### src/rtl/arith_pkg.sv
// arith_pkg: shared types and constants for the arithmetic unit (multiplier/divider).
package arith_pkg;
  typedef enum logic [1:0] {IDLE, BUSY, DONE} state_t;
  localparam int DEF_DW = 16;
  localparam int DEF_VW = 8;
  localparam logic [DEF_DW-1:0] DIV0_QUOT = '1;
endpackage

### src/rtl/div_step.sv
// div_step: one restoring-division step (trial subtract, keep or restore) producing one quotient bit.
module div_step #(
  parameter int VW = 8
) (
  input  logic [VW-1:0] r,
  input  logic          q_in,
  input  logic [VW-1:0] d,
  output logic [VW-1:0] r_next,
  output logic          q_bit
);
  logic [VW:0] t;
  assign t      = {r, q_in} - {1'b0, d};
  assign q_bit  = ~t[VW];
  assign r_next = t[VW] ? {r[VW-2:0], q_in} : t[VW-1:0];
endmodule

### src/rtl/seq_divider16by8.sv
// seq_divider16by8: iterative restoring divider, DW-bit dividend by VW-bit divisor, one quotient bit per clock.
// Define DIV_ZERO_DETECT_EN to finish divide-by-zero in one edge and flag it on div_zero.
module seq_divider16by8
  import arith_pkg::*;
#(
  parameter int DW = DEF_DW,
  parameter int VW = DEF_VW,
  parameter int CW = 5
) (
  input  logic          clk,
  input  logic          rst_n,
  input  logic          in_valid,
  output logic          in_ready,
  input  logic [DW-1:0] dividend,
  input  logic [VW-1:0] divisor,
  output logic          out_valid,
  input  logic          out_ready,
  output logic [DW-1:0] quotient,
  output logic [VW-1:0] remainder,
  output logic          busy
`ifdef DIV_ZERO_DETECT_EN
  ,
  output logic          div_zero
`endif
);
  state_t state, state_next;
  logic [DW-1:0] q;
  logic [VW-1:0] d, r, r_next;
  logic [CW-1:0] cnt;
  logic q_bit, div0, accept;
`ifdef DIV_ZERO_DETECT_EN
  assign div0 = divisor == '0;
`else
  assign div0 = 1'b0;
`endif
  assign accept    = state == IDLE && in_valid;
  assign quotient  = q;
  assign remainder = r;
  div_step #(.VW(VW)) u_step (
    .r(r),
    .q_in(q[DW-1]),
    .d(d),
    .r_next(r_next),
    .q_bit(q_bit)
  );
  always_ff @(posedge clk)
    if (!rst_n) state <= IDLE;
    else state <= state_next;
  always_comb begin
    in_ready   = state == IDLE;
    busy       = state == BUSY;
    out_valid  = state == DONE;
    state_next = (state == IDLE) ? (in_valid ? (div0 ? DONE : BUSY) : IDLE)
               : (state == BUSY) ? (cnt == CW'(1) ? DONE : BUSY)
               : (out_ready ? IDLE : DONE);
  end
  // The partial remainder is always below the divisor, so its (VW+1)-th bit is never stored.
  always_ff @(posedge clk)
    if (!rst_n) begin
      q   <= '0;
      d   <= '0;
      r   <= '0;
      cnt <= '0;
    end else if (accept) begin
      q   <= div0 ? '1 : dividend;
      d   <= divisor;
      r   <= div0 ? dividend[VW-1:0] : '0;
      cnt <= CW'(DW);
    end else if (state == BUSY) begin
      r   <= r_next;
      q   <= {q[DW-2:0], q_bit};
      cnt <= cnt - CW'(1);
    end
`ifdef DIV_ZERO_DETECT_EN
  always_ff @(posedge clk)
    if (!rst_n) div_zero <= 1'b0;
    else if (accept) div_zero <= div0;
    else if (state == DONE && out_ready) div_zero <= 1'b0;
`endif
endmodule

### config.mk
export PLATFORM = sky130hd
export DESIGN_NAME = seq_divider16by8
export DESIGN_NICKNAME = d
export VERILOG_FILES = /design/src/rtl/arith_pkg.sv /design/src/rtl/div_step.sv /design/src/rtl/seq_divider16by8.sv
export SDC_FILE = /design/constraint.sdc
export NUM_CORES = 1
export LEC_CHECK = 0
export CAP_MARGIN = 5
export CORE_UTILIZATION = 53
export CTS_BUF_LIST = sky130_fd_sc_hd__clkbuf_8 sky130_fd_sc_hd__clkbuf_16
export DETAILED_ROUTE_END_ITERATION = 6
export PLACE_DENSITY = 0.81
export SLEW_MARGIN = 20
export SYNTH_ARGS = -nofsm -noshare
export SYNTH_HDL_FRONTEND = slang
export SYNTH_HIERARCHICAL = 1
export SYNTH_SLANG_ARGS = --single-unit
### constraint.sdc
create_clock -name clk -period 4.75 [get_ports clk]
set_input_delay 0.95 -clock clk [delete_from_list [all_inputs] [get_ports clk]]
set_output_delay 0.95 -clock clk [all_outputs]
set_load 0.01 [all_outputs]
==> summary.json, run 1 <==
{
  "outcome": {
    "result_of_the_run": "completed"
  },
  "clock_tree": {
    "clock_sink_count": 39,
    "clk_path_buf_depth": 2,
    "clk_pin_slew_ns": 0.07,
    "h_tree_lvls": 2,
    "postCtsResizedCells": 0,
    "clockRootBuffer": "sky130_fd_sc_hd__clkbuf_8",
    "postCtsSetupRepairBufs": 0,
    "clk-insertion-delay-late_ns": 0.29,
    "cts_inserted_buffers": 5,
    "cts_hold_buffers": 0,
    "cts_tree": "yes"
  },
  "power_and_ir_drop": {
    "sequentialPowerShare_pct": 42.4,
    "max-vdd-ir-drop_mv": 0.1606,
    "pwr-share-comb_pct": 34.3,
    "leakagePower_nw": 1.099,
    "power_switching_share_pct": 31.19,
    "power_frac_clock_pct": 23.3,
    "p_int_uw": 614.4,
    "powerDensity_nw_per_um2": 310.3,
    "net-switching-power_uw": 278.6
  },
  "worst_hold_path": {
    "timing.hold.worst.class": "flop to flop",
    "min_from": "d[7]",
    "min_delay_worst_endpoint": "d[7]",
    "min_delay_path_depth": 2
  },
  "logic_synthesis": {
    "synth-seq-cells": 39,
    "count_leader_synth": "sky130_fd_sc_hd__dfxtp_1",
    "postSynthAreaPerCell_um2": 8.783,
    "netlist_area_um2": 2275,
    "yosys-top-cells-area": "sky130_fd_sc_hd__dfxtp_1 (34%), sky130_fd_sc_hd__o221a_2 (6.9%), sky130_fd_sc_hd__nand2_1 (5.9%), sky130_fd_sc_hd__ha_1 (5.5%), sky130_fd_sc_hd__nor2b_1 (5.0%)",
    "synth-edff-count": 0,
    "synth_common_cells": "sky130_fd_sc_hd__dfxtp_1 (39), sky130_fd_sc_hd__nand2_1 (36), sky130_fd_sc_hd__a21oi_1 (22)",
    "yosys_most_used_dff": "sky130_fd_sc_hd__dfxtp_1",
    "netlist.area_leader.share_pct": 34.32,
    "ys_types": 48,
    "yosysSeqAreaShare_pct": 34.32,
    "ys.warnings.count": 6,
    "postSynthNetCount": 298,
    "syn-instance-count": 259,
    "ys_async_sr_fraction_pct": 0,
    "synth_top_area_cell": "sky130_fd_sc_hd__dfxtp_1"
  },
  "global_route": {
    "maximum_number_of_pins_on_one_net_before_global_route_repair": 40,
    "grt_first_pass_wirelength_um": 7824,
    "grt_pass1_vias": 1791,
    "grt.total_usage_pct": 23.17,
    "grt-ovfl-total": 0,
    "grt_antenna_before_repair": 0
  },
  "route": {
    "top_layer": "met4",
    "drt_first_iter_violations": 69,
    "viasPerCell": 5.430,
    "met1_length_um": 2312,
    "detailroute.wirelength.met2_um": 2281,
    "routed_wire_length_on_met3_um": 277,
    "route.detailed.drc": 0,
    "drt-wirelength-per-cell_um": 13.75,
    "ant_nets": 0,
    "drtPass1Iterations": 4,
    "routed-via-count": 1944,
    "finalWirelength_um": 4924
  },
  "placed_design": {
    "buffer_ports.inserted": 54,
    "dp.cells": 350,
    "placement.cell_area_um2": 2796,
    "dp.final_hpwl_um": 3496,
    "globalplace.congestion": 0.6913,
    "pre_cts_ws_ns": 1.770
  },
  "cells_and_area": {
    "final_core_util_pct": 70.92,
    "finalInstanceArea_um2": 2878,
    "final_cells": 358,
    "fraction_of_layout_instances_using_a_drive_strength_above_1_pct": 15.26,
    "final_nets": 346,
    "layout-area-overhead-vs-synth_pct": 26.51,
    "antennaDiodeCount": 0
  },
  "critical_path": {
    "reg2reg_slack_ns": 2.16,
    "worstSetupEndpointType": "output pin",
    "timing.critical_path.cells": "buf_4, nand2b_1, inv_1, clkdlybuf4s50_1",
    "cp.arrival_ns": 2.32,
    "cp_slowest_cell": "sky130_fd_sc_hd__clkdlybuf4s50_1",
    "cp_slowest_stage_delay_ns": 0.62,
    "rr_worst_depth": 11,
    "worst_ep_required_ns": 3.80,
    "crit_path_max_fanout": 39,
    "r2r_start": "quotient[15]",
    "worst-path-buf-inv": 3,
    "critPathKind": "flop to output pin",
    "cpLargestDelayFamily": "buffers and inverters",
    "timing.rr.end": "remainder[7]",
    "start_kind": "flop"
  },
  "flow_run": {
    "drv.max_cap_violation_count": 0
  },
  "floorplanning": {
    "rows": 23,
    "die_h_um": 67.51,
    "die_area_um2": 4558,
    "chipWidth_um": 67.51,
    "core_area_um2": 4058,
    "num_io_pins": 55,
    "floorplan.initialDensity_pct": 56.06
  },
  "timing": {
    "final_ws_setup_ns": 1.480,
    "totalNegativeSetupSlack_ns": 0,
    "worstMarginPinSlew_ns": 0.7236,
    "finalSetupViolCount": 0,
    "final_max_slew_viols": 0,
    "period_needed_ns": 3.270,
    "timing.max_slew.rel_slack_pct": 51.61,
    "timing.final.crit_share_pct": 68.83,
    "unrepaired_setup_endpoints_after_global_routing": "false",
    "fmax_ghz": 0.3059,
    "hold_violations": 0,
    "clock_skew_ns": 0.009596
  }
}
kinds of logic (layout without fill, tap and decap cells):
| group | after synthesis | in the layout | share of synthesized area (%) |
|---|---|---|---|
| buffers and inverters | 29 | 78 | 6.710 |
| DFF | 39 | 39 | 34.32 |
| muxes | 9 | 9 | 4.401 |
| xor gates and xnor gates | 6 | 6 | 3.136 |
| and+or+nand+nor | 95 | 95 | 20.79 |
| AOI/OAI and AO/OA | 70 | 70 | 24.26 |
| adders and majority gates | 11 | 11 | 6.381 |
routing by layer:
metal  GRT usage, %  vias to the layer above
met3          5.068                        5
met2          40.97                       55
met1          26.36                      885
met4          10.11                        0
met5              0                        -
li1               -                      999
per-stage QoR:
step	hold WS, ns	power [mW]
floorplan	0.4434	0.5959
global placement	0.4567	0.6830
detailed placement	0.4589	0.6897
CTS	0.4679	0.8993
global route	0.4866	0.9433
finish	0.4630	0.8930
worst max-delay path by stage:
stage | start | endpoint | slack [ns] | depth (start not counted)
after floorplan | quotient[15] | remainder[1] | 2.43 | 11
after global placement | state[0] | busy | 1.81 | 4
after detailed placement | state[0] | busy | 1.77 | 4
after CTS | state[0] | busy | 1.45 | 4
after global routing | state[0] | busy | 1.31 | 4
final | state[0] | busy | 1.48 | 4
cell type report:
type	count	area, µm²
inverter	13	48.80
tap	50	62.56
fill	351	1180
sequential	39	780.7
timing repair buffer	57	563.0
clock inverter	3	12.51
clock buffer	5	68.82
multi-input combinational	191	1341
state kept, by name, indices dropped and copies added, names as in the netlist:
signal and flops:
quotient 16, d 8, remainder 8, cnt 5, state 2
power by group through the flow:
| stage | clock (mW) | sequential (mW) | combinational, mW |
|---|---|---|---|
| after global placement | 0 | 0.386 | 0.297 |
| final | 0.208 | 0.378 | 0.306 |
| after global routing | 0.230 | 0.382 | 0.331 |
| after detailed placement | 0 | 0.385 | 0.305 |
| after floorplan | 0 | 0.390 | 0.205 |
| after CTS | 0.214 | 0.378 | 0.306 |
cell usage in the layout (no fill, tap or decap), types with 2 or more instances in the layout:
| cell | count |
|---|---|
| sky130_fd_sc_hd__dfxtp_1 | 39 |
| sky130_fd_sc_hd__mux2_2 | 7 |
| sky130_fd_sc_hd__a21oi_2 | 10 |
| sky130_fd_sc_hd__o221a_2 | 14 |
| sky130_fd_sc_hd__nand2b_1 | 4 |
| sky130_fd_sc_hd__buf_4 | 3 |
| sky130_fd_sc_hd__o221a_1 | 2 |
| sky130_fd_sc_hd__o21ai_0 | 3 |
| sky130_fd_sc_hd__nor2_1 | 21 |
| sky130_fd_sc_hd__nand3b_1 | 2 |
| sky130_fd_sc_hd__a21boi_0 | 8 |
| sky130_fd_sc_hd__xor2_1 | 3 |
| sky130_fd_sc_hd__a21oi_1 | 22 |
| sky130_fd_sc_hd__nor2_2 | 2 |
| sky130_fd_sc_hd__a211oi_1 | 2 |
| sky130_fd_sc_hd__xnor2_1 | 2 |
| sky130_fd_sc_hd__clkbuf_8 | 5 |
| sky130_fd_sc_hd__inv_1 | 15 |
| sky130_fd_sc_hd__nand2_1 | 36 |
| sky130_fd_sc_hd__o31a_1 | 2 |
| sky130_fd_sc_hd__nor2b_1 | 18 |
| sky130_fd_sc_hd__ha_1 | 10 |
| sky130_fd_sc_hd__clkdlybuf4s50_1 | 54 |
tightest hold or removal path, cell delays in order, from the launching register on:
cell                       delay [ns]
sky130_fd_sc_hd__dfxtp_1         0.31
sky130_fd_sc_hd__nand2_1         0.05
sky130_fd_sc_hd__a21boi_0        0.06
No activity file was read; power rests on OpenSTA's default activity.
==> run 2, diff against run 1 <==
Settings changed: CORE_UTILIZATION 53 to 50, PLACE_DENSITY 0.81 to 0.77.
Clock period 4.75 ns to 3.17 ns, I/O delays scaled along.
==> summary.json, run 2 (same netlist as run 1, synthesis figures left out) <==
{
  "global_route": {
    "grt_first_pass_wirelength": {"value": 8625, "unit": "µm", "change": "+10%"},
    "grt_antenna_before_repair": {"value": 0, "change": "unchanged"},
    "grt_pass1_vias": {"value": 1892, "change": "+5.6%"},
    "maximum_number_of_pins_on_one_net_before_global_route_repair": {"value": 39, "change": "-2.5%"},
    "gr-max-usage-layer": "met2",
    "grt.total_usage": {"value": 21.92, "unit": "%", "change": "-1.3 points"},
    "globalRouteMet1Util": {"value": 27.78, "unit": "%", "change": "+1.4 points"},
    "use_met2": {"value": 35.06, "unit": "%", "change": "-5.9 points"},
    "use_met3": {"value": 7.267, "unit": "%", "change": "+2.2 points"},
    "grt-ovfl-total": {"value": 0, "change": "unchanged"}
  },
  "critical_path": {
    "cp.arrival": {"value": 2.02, "unit": "ns", "change": "-0.30 ns"},
    "timing.critical_path.cells": "nand2b_1, inv_1, clkdlybuf4s50_1",
    "cp_slowest_stage_delay": {"value": 0.63, "unit": "ns", "change": "about the same"},
    "worstSetupEndpointType": "output pin",
    "critPathKind": "flop to output pin",
    "worst_ep_required": {"value": 2.54, "unit": "ns", "change": "-1.26 ns"},
    "cpLargestDelayFamily": "flip-flops",
    "start_kind": "flop",
    "cp_slowest_cell": "sky130_fd_sc_hd__dfxtp_1",
    "worst-path-buf-inv": {"value": 2, "change": "-1"},
    "crit_path_max_fanout": {"value": 13, "change": "-67%"}
  },
  "timing": {
    "period_needed_ns": 2.650,
    "fmax_ghz": 0.3773,
    "timing.final.crit_share_pct": 83.60,
    "unrepaired_setup_endpoints_after_global_routing": "false",
    "final_max_slew_viols": {"value": 0, "change": "unchanged"},
    "clock_skew": {"value": 0.006893, "unit": "ns", "change": "-0.002703 ns"},
    "totalNegativeSetupSlack": {"value": 0, "unit": "ns", "change": "unchanged"},
    "timing.max_slew.rel_slack": {"value": 48.40, "unit": "%", "change": "-3.2 points"},
    "worstMarginPinSlew": {"value": 0.7707, "unit": "ns", "change": "+0.04708 ns"},
    "finalSetupViolCount": {"value": 0, "change": "unchanged"},
    "hold_violations": {"value": 0, "change": "unchanged"},
    "final_ws_setup": {"value": 0.5198, "unit": "ns", "change": "-0.9606 ns"}
  },
  "clock_tree": {
    "postCtsSetupRepairBufs": {"value": 0, "change": "unchanged"},
    "clockRootBuffer": "sky130_fd_sc_hd__clkbuf_8",
    "postCtsResizedCells": {"value": 0, "change": "unchanged"},
    "cts_inserted_buffers": {"value": 5, "change": "unchanged"},
    "cts_hold_buffers": {"value": 0, "change": "unchanged"},
    "cts_tree": "yes",
    "clk-insertion-delay-late": {"value": 0.30, "unit": "ns", "change": "about the same"},
    "clk_pin_slew": {"value": 0.08, "unit": "ns", "change": "about the same"},
    "clock_sink_count": {"value": 39, "change": "unchanged"},
    "h_tree_lvls": {"value": 2, "change": "unchanged"},
    "clk_path_buf_depth": {"value": 2, "change": "unchanged"}
  },
  "placed_design": {
    "pre_cts_ws": {"value": 0.7112, "unit": "ns", "change": "-1.059 ns"},
    "dp.final_hpwl": {"value": 3555, "unit": "µm", "change": "+1.7%"},
    "globalplace.congestion": {"value": 0.8462, "change": "+22%"},
    "buffer_ports.inserted": {"value": 54, "change": "unchanged"}
  },
  "floorplanning": {
    "num_io_pins": {"value": 55, "change": "unchanged"},
    "core_area": {"value": 4354, "unit": "µm²", "change": "+7.3%"},
    "chipWidth": {"value": 69.45, "unit": "µm", "change": "+2.9%"},
    "die_area": {"value": 4823, "unit": "µm²", "change": "+5.8%"},
    "floorplan.initialDensity": {"value": 52.24, "unit": "%", "change": "-3.8 points"},
    "rows": {"value": 24, "change": "+4.3%"},
    "die_h": {"value": 69.45, "unit": "µm", "change": "+2.9%"}
  },
  "power_and_ir_drop": {
    "pwr-share-comb": {"value": 31.3, "unit": "%", "change": "-3.0 points"},
    "net-switching-power": {"value": 424.7, "unit": "µW", "change": "+52%"},
    "leakagePower": {"value": 1.125, "unit": "nW", "change": "+2.3%"},
    "p_int": {"value": 1.030, "unit": "mW", "change": "+68%"},
    "power_frac_clock": {"value": 29.6, "unit": "%", "change": "+6.3 points"},
    "max-vdd-ir-drop": {"value": 0.2923, "unit": "mV", "change": "+82%"},
    "sequentialPowerShare": {"value": 39.0, "unit": "%", "change": "-3.4 points"},
    "powerDensity": {"value": 494.9, "unit": "nW/µm²", "change": "+60%"},
    "power_switching_share": {"value": 29.20, "unit": "%", "change": "-2.0 points"}
  },
  "worst_hold_path": {
    "timing.hold.worst.class": "flop to flop"
  },
  "route": {
    "viasPerCell": {"value": 5.474, "change": "+0.80%"},
    "ant_nets": {"value": 0, "change": "unchanged"},
    "drt-wirelength-per-cell": {"value": 13.90, "unit": "µm", "change": "+1.1%"},
    "drtPass1Iterations": {"value": 4, "change": "unchanged"},
    "finalWirelength": {"value": 5047, "unit": "µm", "change": "+2.5%"},
    "drt_first_iter_violations": {"value": 61, "change": "-12%"},
    "route.detailed.drc": {"value": 0, "change": "unchanged"},
    "routed-via-count": {"value": 1987, "change": "+2.2%"}
  },
  "cells_and_area": {
    "final_nets": {"value": 349, "change": "+0.87%"},
    "largest_reg_flops": {"value": 16, "change": "unchanged"},
    "layout-area-overhead-vs-synth_pct": 29.21,
    "final_common_cell": "sky130_fd_sc_hd__clkdlybuf4s50_1",
    "mostFrequentLayoutCells": "sky130_fd_sc_hd__clkdlybuf4s50_1 (54), sky130_fd_sc_hd__dfxtp_1 (39), sky130_fd_sc_hd__nand2_1 (36), sky130_fd_sc_hd__a21oi_1 (22), sky130_fd_sc_hd__nor2_1 (21)",
    "antennaDiodeCount": {"value": 0, "change": "unchanged"},
    "fraction_of_layout_instances_using_a_drive_strength_above_1": {"value": 16.72, "unit": "%", "change": "+1.5 points"}
  },
  "flow_run": {
    "drv.max_cap_violation_count": {"value": 0, "change": "unchanged"}
  },
  "outcome": {
    "result_of_the_run": "completed"
  }
}
[run 2: cell count changes in the layout (fill, tap and decap cells not counted)]
cell | before | now
sky130_fd_sc_hd__buf_4 | 3 | 6
sky130_fd_sc_hd__bufinv_16 | 0 | 1
sky130_fd_sc_hd__clkbuf_8 | 5 | 6
sky130_fd_sc_hd__inv_1 | 15 | 13
[run 2: metrics by stage]
stage	instances	hold WS (ns)	cell area [µm²]	utilization (%)	power [mW]
6_report	363	0.4610	2939	67.50	1.455
4_1_cts	363	0.4674	2939	67.50	1.465
3_3_place_gp	355	0.4523	2821	64.80	1.029
2_1_floorplan	259	0.4434	2275	-	0.8928
3_5_place_dp	355	0.4569	2821	64.80	1.033
5_1_grt	363	0.4989	2939	67.50	1.527
[run 2: cell type report]
type                    instances  area (µm²)
inverters                      13       48.80
clock inverters                 2       35.03
repair buffers                 60       585.6
well taps                      52       65.06
flip-flops and latches         39       780.7
fillers                       387        1415
multi-input cells             191        1341
clock buffers                   6       82.58
[run 2: worst paths after layout]
| check | startpoint | end | slack (ns) | cells past startpoint |
|---|---|---|---|---|
| worst min register to register | d[4] | d[4] | 0.46 | 2 |
| worst min-delay path | d[4] | d[4] | 0.46 | 2 |
| worst max-delay path | state[1] | busy | 0.52 | 3 |
| worst max register to register | quotient[15] | remainder[3] | 0.68 | 11 |
[run 2: worst register-to-register path, cell delays in order (launching register included)]
cell                      delay, ns
sky130_fd_sc_hd__dfxtp_1       0.32
sky130_fd_sc_hd__inv_1         0.07
sky130_fd_sc_hd__ha_1          0.17
sky130_fd_sc_hd__inv_1         0.07
sky130_fd_sc_hd__fa_1          0.40
sky130_fd_sc_hd__a21o_1        0.18
sky130_fd_sc_hd__a21oi_2       0.24
sky130_fd_sc_hd__o31ai_4       0.12
sky130_fd_sc_hd__xor2_4        0.31
sky130_fd_sc_hd__mux2_2        0.37
sky130_fd_sc_hd__nand2_1       0.06
sky130_fd_sc_hd__a21oi_1       0.05
[run 2: power groups by stage]
stage               Clock, mW  Sequential, mW  Combinational, mW
floorplan                   0           0.585              0.308
finish                  0.431           0.568              0.456
CTS                     0.440           0.568              0.458
detailed placement          0           0.578              0.455
global route            0.453           0.574              0.501
global placement            0           0.577              0.452
[run 2: routing by layer]
metal  part of all wire [%]  wire (µm)
met5                      0          0
met4                    1.6         79
met3                    6.3        318
met2                     44       2235
met1                     48       2413
